[src/rtl/wait_pkg.sv]
// Shared types and defaults for the 8284A READY wait-state generator.
package wait_pkg;

  typedef enum logic [1:0] {
    IDLE   = 2'd0,
    WAIT   = 2'd1,
    EXTEND = 2'd2,
    HOLD   = 2'd3
  } state_t;

  localparam int DEF_IO_WAITS  = 1;
  localparam int DEF_MEM_WAITS = 0;
  localparam int DEF_DMA_WAITS = 1;
  localparam int DEF_TIMEOUT   = 64;
  localparam int DEF_CNT_W     = 7;

endpackage

[src/rtl/sync2.sv]
// Two-flop synchronizer for asynchronous board inputs.
module sync2 #(
  parameter logic RST_VAL = 1'b1
) (
  input  logic clk,
  input  logic rst_n,
  input  logic d,
  output logic q
);

  logic meta;

  always_ff @(posedge clk or negedge rst_n) begin
    if (!rst_n) begin
      meta <= RST_VAL;
      q    <= RST_VAL;
    end else begin
      meta <= d;
      q    <= meta;
    end
  end

endmodule

[src/rtl/wait_state_gen.sv]
// READY wait-state generator: drives 8284A RDY1/AEN1 from 8288 strobes
// and the I/O channel ready line, with a bus-hang timeout.
module wait_state_gen
  import wait_pkg::*;
#(
  parameter int IO_WAITS  = DEF_IO_WAITS,
  parameter int MEM_WAITS = DEF_MEM_WAITS,
  parameter int DMA_WAITS = DEF_DMA_WAITS,
  parameter int TIMEOUT   = DEF_TIMEOUT,
  parameter int CNT_W     = DEF_CNT_W
) (
  input  logic clk,
  input  logic rst_n,
  input  logic en,
  input  logic ior_n,
  input  logic iow_n,
  input  logic memr_n,
  input  logic memw_n,
  input  logic dma_ack,
  input  logic io_ch_rdy,
  output logic rdy1,
  output logic aen1,
  output logic timeout_err
);

  localparam logic [CNT_W-1:0] IOW  = CNT_W'(IO_WAITS);
  localparam logic [CNT_W-1:0] MEMW = CNT_W'(MEM_WAITS);
  localparam logic [CNT_W-1:0] DMAW = CNT_W'(DMA_WAITS);
  localparam logic [CNT_W-1:0] TLIM = CNT_W'(TIMEOUT - 1);
  localparam logic [CNT_W-1:0] ONE  = CNT_W'(1);

  state_t           state;
  logic [CNT_W-1:0] wcnt;
  logic [CNT_W-1:0] tcnt;
  logic [CNT_W-1:0] n;
  logic             rdy_s;
  logic             cmd_io;
  logic             cmd_mem;
  logic             cmd;
  logic             cmd_prev;
  logic             armed;
  logic             start;

  sync2 #(.RST_VAL(1'b1)) u_sync (
    .clk   (clk),
    .rst_n (rst_n),
    .d     (io_ch_rdy),
    .q     (rdy_s)
  );

  assign cmd_io  = ~ior_n | ~iow_n;
  assign cmd_mem = ~memr_n | ~memw_n;
  assign cmd     = cmd_io | cmd_mem;
  // armed blocks a strobe still low across reset release
  assign start   = cmd & ~cmd_prev & en & armed;

  always_comb begin
    n = cmd_io ? IOW : MEMW;
    if (dma_ack)
      n = n + DMAW;
  end

  always_ff @(posedge clk or negedge rst_n) begin
    if (!rst_n) begin
      state       <= IDLE;
      rdy1        <= 1'b1;
      aen1        <= 1'b1;
      timeout_err <= 1'b0;
      wcnt        <= '0;
      tcnt        <= '0;
      cmd_prev    <= 1'b0;
      armed       <= 1'b0;
    end else begin
      cmd_prev    <= cmd;
      armed       <= armed | ~cmd;
      aen1        <= ~en;
      timeout_err <= 1'b0;
      unique case (state)
        IDLE: begin
          rdy1 <= 1'b1;
          if (start) begin
            tcnt <= '0;
            if (n != '0) begin
              state <= WAIT;
              wcnt  <= n - ONE;
              rdy1  <= 1'b0;
            end else begin
              state <= EXTEND;
            end
          end
        end
        WAIT: begin
          if (!cmd) begin
            state <= IDLE;
            rdy1  <= 1'b1;
          end else begin
            tcnt <= tcnt + ONE;
            // last base wait clock also takes the first ready decision
            if (wcnt != '0) begin
              wcnt <= wcnt - ONE;
            end else if (rdy_s) begin
              state <= HOLD;
              rdy1  <= 1'b1;
            end else begin
              state <= EXTEND;
            end
          end
        end
        EXTEND: begin
          if (!cmd) begin
            state <= IDLE;
            rdy1  <= 1'b1;
          end else if (!rdy1 && tcnt == TLIM) begin
            state       <= HOLD;
            rdy1        <= 1'b1;
            timeout_err <= 1'b1;
          end else if (rdy_s) begin
            state <= HOLD;
            rdy1  <= 1'b1;
          end else begin
            rdy1 <= 1'b0;
            if (!rdy1)
              tcnt <= tcnt + ONE;
          end
        end
        HOLD: begin
          rdy1 <= 1'b1;
          if (!cmd)
            state <= IDLE;
        end
        default: begin
          state <= IDLE;
          rdy1  <= 1'b1;
        end
      endcase
    end
  end

endmodule

[config.mk]
export PLATFORM = sky130hd
export DESIGN_NAME = wait_state_gen
export DESIGN_NICKNAME = d
export VERILOG_FILES = /design/src/rtl/wait_pkg.sv /design/src/rtl/sync2.sv /design/src/rtl/wait_state_gen.sv
export SDC_FILE = /design/constraint.sdc
export NUM_CORES = 1
export LEC_CHECK = 0
export ABC_AREA = 1
export ABC_CLOCK_PERIOD_IN_PS = 1700
export BUFFER_PORTS_ARGS = -buffer_cell sky130_fd_sc_hd__buf_2
export CAP_MARGIN = 0
export CORE_MARGIN = 2
export CORE_UTILIZATION = 33
export CTS_BUF_LIST = sky130_fd_sc_hd__clkbuf_8 sky130_fd_sc_hd__clkbuf_16
export CTS_CLUSTER_SIZE = 25
export DETAILED_ROUTE_END_ITERATION = 16
export HOLD_SLACK_MARGIN = 0.15
export SLEW_MARGIN = 40
export SYNTH_ARGS = -nofsm -noshare
export SYNTH_HDL_FRONTEND = slang
export SYNTH_SLANG_ARGS = --single-unit
[constraint.sdc]
create_clock -name clk -period 1.7 [get_ports clk]
set_clock_uncertainty 0.2 [all_clocks]
set_input_delay 0.17 -clock clk [delete_from_list [all_inputs] [get_ports clk]]
set_output_delay 0.17 -clock clk [all_outputs]
set_load 0.1 [all_outputs]
==> results of run 1 <==
## worst paths after layout
check,startpoint,end,slack (ns)
max in group asynchronous,rst_n,state[0]$_DFFE_PN0P_,0.71
min in group asynchronous,rst_n,wcnt[2]$_DFFE_PN0P_,0.21
hold reg to reg,u_sync.meta$_DFF_PN1_,u_sync.q$_DFF_PN1_,0.16
setup reg to reg,tcnt[1]$_DFFE_PN0P_,tcnt[2]$_DFFE_PN0P_,0.04
hold / removal,u_sync.meta$_DFF_PN1_,u_sync.q$_DFF_PN1_,0.16
setup / recovery,tcnt[1]$_DFFE_PN0P_,tcnt[2]$_DFFE_PN0P_,0.04
## registers in the layout (all words and copies together), names as in the netlist
signal,cells
tcnt,7
wcnt,7
state,2
aen1,1
armed,1
cmd_prev,1
rdy1,1
timeout_err,1
u_sync.meta,1
u_sync.q,1
## power by group
part / internal (mW) / leakage, nW / total (mW) / switching (mW)
registers: 0.701 / 0.286 / 0.838 / 0.138
clock network: 0.161 / 0.0269 / 0.337 / 0.176
logic: 0.853 / 0.754 / 2.14 / 1.28
total: 1.71 / 1.07 / 3.31 / 1.60
## routing by layer
layer  global-route usage [%]  up-vias  wire, um
met1                    17.72      659      1623
met4                    4.733        0        24
li1                         -      759         -
met2                    24.16       13      1708
met5                        0        -         0
met3                    2.222        2        65
## critical path: stages, from the launching register on
cell and delay (ns):
dfrtp_1 0.38, ha_2 0.19, nand2_1 0.08, nor2_2 0.18
nand3_2 0.13, nand2_4 0.11, nand2_8 0.09, nand3_4 0.14
nand2_1 0.06, nand2_1 0.05
## metrics by stage
step | setup WS [ns] | TNS, ns | area, sq um | total power, mW
after global placement | 0.00008737 | 0 | 1748 | 2.579
after global routing | -0.07813 | -0.4570 | 2047 | 3.625
after detailed placement | -0.01393 | -0.06056 | 1748 | 2.627
after floorplan | 0.05991 | 0 | 1550 | 2.095
after CTS | 0.006875 | 0 | 1868 | 3.069
final | 0.03736 | 0 | 2047 | 3.311
## cell type report
cell class	instances	area (sq um)	area share, %
multi-input cells	166	982.2	47.98
flip-flops and latches	23	585.6	28.61
repair buffers	32	249.0	12.16
inverters	32	120.1	5.868
well taps	52	65.06	3.178
clock buffers	3	41.29	2.017
clock inverters	1	3.754	0.1834
## cells by family after synthesis
family | share of synthesized area (%)
and+or+nand+nor | 41.10
buffers and inverters | 8.090
AOI/OAI and AO/OA | 4.854
DFF | 37.54
xor gates and xnor gates | 1.133
adders and majority gates | 7.282
## repair_timing
item                       in CTS  in global routing
setup endpoints to repair      14                 17
hold buffers                    4                  1
resized for setup               4                 30
pin swaps                       1                 13
hold endpoints to repair       27                  1
buffers inserted                2                  6
## synthesized netlist by cell type
| cell type | count |
|---|---|
| a21boi_0 | 1 |
| a21oi_1 | 5 |
| buf_2 | 1 |
| dfrtp_1 | 19 |
| dfstp_2 | 4 |
| ha_1 | 9 |
| inv_1 | 28 |
| inv_2 | 4 |
| nand2_1 | 77 |
| nand2_2 | 2 |
| nand2_4 | 2 |
| nand3_1 | 20 |
| nand3_2 | 1 |
| nand3_4 | 1 |
| nand4_1 | 1 |
| nand4_2 | 1 |
| nor2_1 | 27 |
| nor2_2 | 3 |
| nor2_4 | 2 |
| nor3_1 | 3 |
| nor3b_1 | 1 |
| o21ai_0 | 5 |
| o21ai_1 | 2 |
| o21bai_1 | 1 |
| xor2_1 | 2 |
==> metrics.txt, run 1 <==
status finished clean; RSZ-0062 raised after global routing yes; drt first pass iters 4; worst-margin pin slew 0.5285 ns; WL/cell 11.07 um; Worst-path clk slew 0.08 ns; initial antenna violation count 0; synthesis-to-layout area growth 32.36%; Slew headroom 64.76%; Routability Congestion 0.7844; largest net degree at the start of global routing 24; max_cap viols 0; worst hold path class reg2reg; Worst Hold Slack 0.1578 ns; Core Util, Final 46.06%; WS Path Type reg2reg; Highest Clock Rate 601.5 MHz; Pleak 1.067 nW; commonest cells after routing, fill and taps aside nand2_1, inv_1, nor2_1, dfrtp_1, buf_4; all-layer global routing usage 13.97%; Syn Nets 240; Detail Route Antenna Nets 0; Ant. Diodes 0; Synth area leader dfrtp_1; Tcrit/Tclk final 97.80%; time the worst path needs with I/O delays and setup 1.663 ns; Root Driver clkbuf_8; PwrDens 1618 nW/um^2; largest cells by area after synthesis dfrtp_1, nand2_1, ha_1, dfstp_2, inv_1; Mapped Area 1546 sq um; Worst setup SP type flop; worst hold stages 0; Post-Route WL 3.421 mm; H-tree Lvls 1; Synth Warn # 0; worst skew pair latency 0.26 ns; commonest non-fill, non-tap cell in the layout nand2_1; Die Height 72.46 um; vias per inst 4.638; synthesized area per cell 6.966 sq um; Worst Path Required 1.70 ns; Cell Rows 24; Filler Cell Count 449; gr ovfl total 0; Via Count 1433; Synth Instances 222; CTS sink cnt 23; I/O pins 12; WP data arrival 1.67 ns; hpwl dp 2.464 mm; number of buffers created by CTS 3; first-pass GRT wire length 5.775 mm; Starting Density 34.80%; core area 4444 sq um; worst vdd ir 770.9 uV; Slew Limit Fails 0; synth unique cells 25; clock buffer depth 2; layout cells sized above 1 28.79%; Die Wd 72.46 um; TritonCTS clock tree yes; Worst setup EP type flop; DRT iter0 DRCs 31; Final Hold Viols 0; final non-filler cell total 309; crit-path max FO 9; Inst Count DP 293; DRC violations left 0; die area 5250 sq um; sequential area share after synthesis 37.54%; vias in the first global route 1340; setup violators final 0; #FFs+latches synth 23; top cell type's share of synthesized area 30.74%; Reg2Reg Depth 9; Final #Nets 276; I/O Buffers 11
Power figures use the tool's default switching activity.
==> run 2: changes to the inputs <==
--- a/config.mk
+++ b/config.mk
@@ -5,7 +5,6 @@
 export SDC_FILE = /design/constraint.sdc
 export NUM_CORES = 1
 export LEC_CHECK = 0
-export ABC_AREA = 1
 export ABC_CLOCK_PERIOD_IN_PS = 1700
 export BUFFER_PORTS_ARGS = -buffer_cell sky130_fd_sc_hd__buf_2
 export CAP_MARGIN = 0
@@ -15,6 +14,7 @@
 export CTS_CLUSTER_SIZE = 25
 export DETAILED_ROUTE_END_ITERATION = 16
 export HOLD_SLACK_MARGIN = 0.15
+export MAX_ROUTING_LAYER = met4
 export SLEW_MARGIN = 40
 export SYNTH_ARGS = -nofsm -noshare
 export SYNTH_HDL_FRONTEND = slang
==> run 2 against run 1 <==
Sequential power rose by 6.3%. Flip-flop and latch count did not move. Design area rose by 2.9%. The run now ends with setup timing left. Global-route usage rose by 1.8 points. Synthesized cell count fell by 38%. Final cell count fell by 19%. Sequential share of layout area fell by 0.74 points. Hold slack improved by 0.0019 ns. Largest cell class unchanged.
==> metrics.txt, run 2 <==
Synth area leader dfrtp_1; commonest non-fill, non-tap cell in the layout buf_4; Hold Path Sink u_sync.q$_DFF_PN1_; die area 4740 sq um; Routability Congestion 0.8612; Die Height 68.85 um; number of buffers created by CTS 3; all-layer global routing usage 15.80%; top cell type's share of synthesized area 34.27%; Synth Warn # 0; setup violators final 17; worst skew pair latency 0.26 ns; Highest Clock Rate 483.2 MHz; Via Count 1261; Slowest-stage cell, CP or4b_4; Cell Chain, Critical Path ha_2 -> and3_4 -> or4b_4 -> nand4b_1 -> nand3_2 -> mux2_2; time the worst path needs with I/O delays and setup 2.070 ns; Worst setup EP type flop; I/O pins 12; Worst-path clk slew 0.09 ns; Slew headroom 65.18%; Ant. Diodes 0; WS Path Type reg2reg; Max stage delay on crit path 0.49 ns; status complete, but fails checks; clock buffer depth 2; worst vdd ir 518.1 uV; first-pass GRT wire length 5.437 mm; Starting Density 34.44%; layout cells sized above 1 51.50%; CTS sink cnt 23; Power Total 3.822 mW; I/O Buffers 11; Final Hold Viols 0; Setup TNS -4.535 ns; Pleak 0.9440 nW; Syn Nets 155; RR Endpoint state[1]$_DFFE_PN0P_; Final #Nets 219; hpwl dp 2.446 mm; commonest cells after routing, fill and taps aside buf_4, dfrtp_1, buf_2, nor2_1, o21ai_0; max_cap viols 0; WL/cell 14.33 um; synth unique cells 42; #FFs+latches synth 23; worst hold stages 0; DRC violations left 0; gr ovfl total 0; number of flops mapped to enable cells by yosys 0; Mapped Area 1388 sq um; largest cells by area after synthesis dfrtp_1, ha_1, dfstp_2, o21ai_0, o311ai_4; most frequent cell after synthesis dfrtp_1; Post-Route WL 3.583 mm; synthesis-to-layout area growth 51.76%; failing checks setup timing; TritonCTS clock tree yes; ranking of synthesized cells by instance count dfrtp_1, o21ai_0, nand2_1; Core Util, Final 52.27%; core area 4029 sq um; vias per inst 5.044; Slew Limit Fails 0; Tcrit/Tclk final 121.7%; Detail Route Antenna Nets 0; area of placed instances 1882 sq um; Worst R2R Start tcnt[1]$_DFFE_PN0P_; worst reg2reg setup slack -0.37 ns; Synth Instances 137; largest net degree at the start of global routing 24; Root Driver clkbuf_8; Worst Path Required 1.65 ns; setup ws final -0.3696 ns; ys flop type dfrtp_1; WP data arrival 2.02 ns; Worst setup SP type flop; Reg2Reg Depth 6; DRT iter0 DRCs 49; H-tree Lvls 1; Die Wd 68.85 um; crit-path max FO 3; PwrDens 1815 nW/um^2; biggest regs tcnt: 7 flops, wcnt: 7 flops, state: 2 flops; Finished Cell Area 2106 sq um; worst-margin pin slew 0.5223 ns; Cell Rows 23; initial antenna violation count 0; synthesized area per cell 10.13 sq um; FFs w/ async S/R, synth 100.0%; worst hold path class reg2reg; sequential area share after synthesis 41.84%; vias in the first global route 1238; Filler Cell Count 347; drt first pass iters 5; worst slack, placed -0.3537 ns; RSZ-0062 raised after global routing yes; worst hold start u_sync.meta$_DFF_PN1_
==> run 2: changes by cell type after synthesis, sizes merged, moves of 3 or more <==
cell / delta
inv: -24
nand2: -71
nand3b: +4
mux2: +3
nand3: -13
nand2b: +6
nor2: -23
o311ai: +3
o21ai: +7
==> run 2: kinds of logic (layout without fill, tap and decap cells) <==
| logic type | after synthesis | in the layout | share of synthesized area, % |
|---|---|---|---|
| compound gates | 31 | 31 | 18.58 |
| fa+ha+maj | 9 | 9 | 8.116 |
| flops | 23 | 23 | 41.84 |
| simple gates | 54 | 54 | 21.37 |
| xor+xnor | 3 | 3 | 1.894 |
| mux | 5 | 5 | 3.877 |
| buf+inv | 12 | 75 | 4.328 |
==> run 2: cell type report <==
type / count / area [sq um] / share of cell area (%)
clock buffer: 3 / 41.29 / 1.961
tap: 50 / 62.56 / 2.971
timing repair buffer: 63 / 491.7 / 23.35
multi-input combinational: 102 / 887.1 / 42.13
inverter: 8 / 32.53 / 1.545
sequential: 23 / 586.8 / 27.87
clock inverter: 1 / 3.754 / 0.1783
==> run 2: through the flow <==
stage	hold slack, ns	instances
2_1_floorplan	-0.3256	137
3_3_place_gp	-0.02317	236
3_5_place_dp	-0.01479	236
4_1_cts	0.1619	246
5_1_grt	0.1708	250
6_report	0.1597	250
==> run 2: repair_timing <==
action	4_1_cts	5_1_grt
pin swaps	11	9
gates resized for setup	18	11
setup buffers	4	4
hold buffers	3	0
endpoints found under the setup margin	17	17
gates cloned	0	0
endpoints found under the hold margin	25	0
==> run 2: power by group <==
part	leakage [nW]	switching (mW)	internal (mW)
combinational	0.641	1.28	1.31
clock	0.0269	0.178	0.161
sequential	0.276	0.141	0.750
total	0.944	1.60	2.22
==> run 2: worst max path at each step <==
stage	start	endpoint	slack (ns)	cells past startpoint
2_1_floorplan	tcnt[0]$_DFFE_PN0P_	tcnt[3]$_DFFE_PN0P_	-0.36	7
5_1_grt	tcnt[1]$_DFFE_PN0P_	state[1]$_DFFE_PN0P_	-0.41	6
4_1_cts	tcnt[0]$_DFFE_PN0P_	state[1]$_DFFE_PN0P_	-0.30	6
3_5_place_dp	state[1]$_DFFE_PN0P_	tcnt[4]$_DFFE_PN0P_	-0.35	7
3_3_place_gp	memr_n	tcnt[3]$_DFFE_PN0P_	-0.31	7
6_report	tcnt[1]$_DFFE_PN0P_	state[1]$_DFFE_PN0P_	-0.37	6
==> run 2: routing by layer <==
metal	share of wire, %	global-route usage, %	vias to the layer above
li1	-	-	625
met1	45	19.02	620
met2	53	27.04	14
met3	2.0	2.597	2
met4	0.36	4.902	0
met5	0	-	-
==> run 2: critical path, delay by kind of cell, from the launching register on <==
kind	cells	cell delay, ns
flip-flops	1	0.37
AND/OR/NAND/NOR	4	0.91
adder cells (fa/ha/maj)	1	0.18
multiplexers	1	0.29
==> run 3: changes to the inputs <==
--- a/config.mk
+++ b/config.mk
@@ -5,16 +5,17 @@
 export SDC_FILE = /design/constraint.sdc
 export NUM_CORES = 1
 export LEC_CHECK = 0
-export ABC_CLOCK_PERIOD_IN_PS = 1700
+export ABC_CLOCK_PERIOD_IN_PS = 2300
 export BUFFER_PORTS_ARGS = -buffer_cell sky130_fd_sc_hd__buf_2
 export CAP_MARGIN = 0
-export CORE_MARGIN = 2
+export CORE_MARGIN = 5
 export CORE_UTILIZATION = 33
 export CTS_BUF_LIST = sky130_fd_sc_hd__clkbuf_8 sky130_fd_sc_hd__clkbuf_16
 export CTS_CLUSTER_SIZE = 25
 export DETAILED_ROUTE_END_ITERATION = 16
 export HOLD_SLACK_MARGIN = 0.15
 export MAX_ROUTING_LAYER = met4
+export RECOVER_POWER = 100
 export SLEW_MARGIN = 40
 export SYNTH_ARGS = -nofsm -noshare
 export SYNTH_HDL_FRONTEND = slang
==> constraint.sdc (replaced) <==
create_clock -name clk -period 2.3 [get_ports clk]
set_clock_uncertainty 0.2 [all_clocks]
set_input_delay 0.23 -clock clk [delete_from_list [all_inputs] [get_ports clk]]
set_output_delay 0.23 -clock clk [all_outputs]
set_load 0.1 [all_outputs]
==> run 3 against run 2 <==
The run now ends clean. Sequential power is 25% lower. First-iteration DRC count is 6.1% higher. Final cell count is 16% lower. Highest routed layer unchanged. Largest cell class unchanged. Critical endpoint is now tcnt[4]$_DFFE_PN0P_. Count of clock-buffer cells in the layout stayed put.
==> metrics.txt, run 3 (synthesis gave the netlist of run 2 again) <==
status finished clean; Starting Density 34.44%; Worst setup SP type primary input; P_sw 0.9250 mW; cell family with most CP delay buffers and inverters; I/O Buffers 11; worst skew pair latency 0.27 ns; Routability Congestion 0.8302; setup bufs post-CTS 0; worst hold path class reg2reg; worst hold stages 0; largest net degree at the start of global routing 24; worst slack, placed 0.1199 ns; TritonCTS clock tree yes; clock network fraction of total power 12.4%; WP data arrival 2.20 ns; initial antenna violation count 0; Slew Limit Fails 0; Die Wd 74.85 um; PwrDens 1291 nW/um^2; number of buffers created by CTS 3; Core Util, Final 39.57%; Setup TNS 0 ns; Final #Nets 178; core area 4029 sq um; Power Total 2.058 mW; worst vdd ir 607.6 uV; worst-margin pin slew 1.261 ns; Max stage delay on crit path 0.52 ns; vias in the first global route 1037; final non-filler cell total 209; Hold Path Sink u_sync.q$_DFF_PN1_; Tcrit/Tclk final 96.75%; Cell Rows 23; commonest non-fill, non-tap cell in the layout dfrtp_1; layout cells sized above 1 20.13%; WL/cell 13.85 um; Filler Cell Count 395; Finished Cell Area 1594 sq um; Comb power frac 55.2%; Int Pwr 1.133 mW; drt first pass iters 4; Final Hold Viols 0; DRC violations left 0; Pleak 0.6927 nW; worst reg2reg setup slack 0.14 ns; Detail Route Antenna Nets 0; Die Height 74.85 um; Via Count 1064; sw frac 44.95%; vias per inst 5.091; gr ovfl total 0; Inst Count DP 202; sequential fraction of design power 32.4%; RSZ-0062 raised after global routing no; hpwl dp 2.186 mm; first-pass GRT wire length 4.843 mm; all-layer global routing usage 11.66%; Worst-path clk slew 0.08 ns; Highest Clock Rate 449.4 MHz; Cell Chain, Critical Path dlygate4sd3_1 -> buf_2 -> nand2_1 -> or3_4 -> a22o_4 -> or2_1 -> buf_4 -> o311ai_4; Worst setup EP type flop; crit-path max FO 8; synthesis-to-layout area growth 14.88%; setup ws final 0.07469 ns; Reg2Reg Depth 7; RR Endpoint tcnt[3]$_DFFE_PN0P_; Worst Path Required 2.27 ns; Slew headroom 15.93%; setup violators final 0; max_cap viols 0; Critical path buffers and inverters 3; die area 5602 sq um; Post-Route WL 2.895 mm; Ant. Diodes 0; worst hold start u_sync.meta$_DFF_PN1_; biggest regs tcnt: 7 flops, wcnt: 7 flops, state: 2 flops; H-tree Lvls 1; clock buffer depth 2; Slowest-stage cell, CP dlygate4sd3_1; WS Path Type in2reg; CTS sink cnt 23; I/O pins 12; area of placed instances 1535 sq um; DRT iter0 DRCs 52; commonest cells after routing, fill and taps aside dfrtp_1, o21ai_0, nand2_1; Worst Hold Slack 0.1622 ns; Root Driver clkbuf_8; Worst R2R Start tcnt[0]$_DFFE_PN0P_; time the worst path needs with I/O delays and setup 2.225 ns
==> run 3: changes by cell type in the layout (fill, tap and decap cells not counted), sizes merged <==
cell and change:
clkbuf +7, inv -1, clkinv +1, buf -48
==> run 3: repair_timing <==
| item | in CTS | in global routing |
|---|---|---|
| hold buffers | 3 | 0 |
| hold endpoints to repair | 25 | 0 |
| resized for setup | 0 | 1 |
| setup endpoints to repair | 0 | 2 |
==> run 3: power by group through the flow <==
| stage | clock network (mW) | registers, mW | logic [mW] |
|---|---|---|---|
| floorplan | 0 | 0.711 | 0.831 |
| global placement | 0 | 0.662 | 1.12 |
| detailed placement | 0 | 0.674 | 1.16 |
| CTS | 0.270 | 0.666 | 1.16 |
| global route | 0.283 | 0.687 | 1.26 |
| finish | 0.255 | 0.667 | 1.14 |
==> run 3: area by class of cell <==
type | count | area (sq um) | area share (%)
Inverter | 8 | 30.03 | 1.884
Timing Repair Buffer | 22 | 131.4 | 8.242
Clock inverter | 1 | 5.005 | 0.3140
Sequential cell | 23 | 580.6 | 36.42
Multi-Input combinational cell | 102 | 743.2 | 46.62
Clock buffer | 3 | 41.29 | 2.590
Tap cell | 50 | 62.56 | 3.925
==> run 3: routing by layer <==
metal	global-route usage, %	vias up	share of wire, %
met4	2.372	0	0.79
met2	18.86	15	49
met3	3.204	4	3.5
met5	-	-	0
met1	14.64	508	47
li1	-	537	-
==> run 3: worst max-delay path by stage <==
stage               cells past startpoint                  from             endpoint
floorplan                               8  state[1]$_DFFE_PN0P_  wcnt[6]$_DFFE_PN0P_
global placement                        7                memr_n  tcnt[4]$_DFFE_PN0P_
detailed placement                      7   tcnt[0]$_DFFE_PN0P_  tcnt[3]$_DFFE_PN0P_
CTS                                     8                    en  tcnt[4]$_DFFE_PN0P_
global route                            8                    en  tcnt[4]$_DFFE_PN0P_
finish                                  8                    en  tcnt[4]$_DFFE_PN0P_
==> run 3: worst register-to-register path, cell delays in order (launching register included) <==
cell	delay, ns
dfrtp_1	0.39
ha_1	0.21
and3_1	0.18
or4b_4	0.48
a21oi_2	0.17
buf_4	0.17
o21ai_0	0.16
o311ai_4	0.11
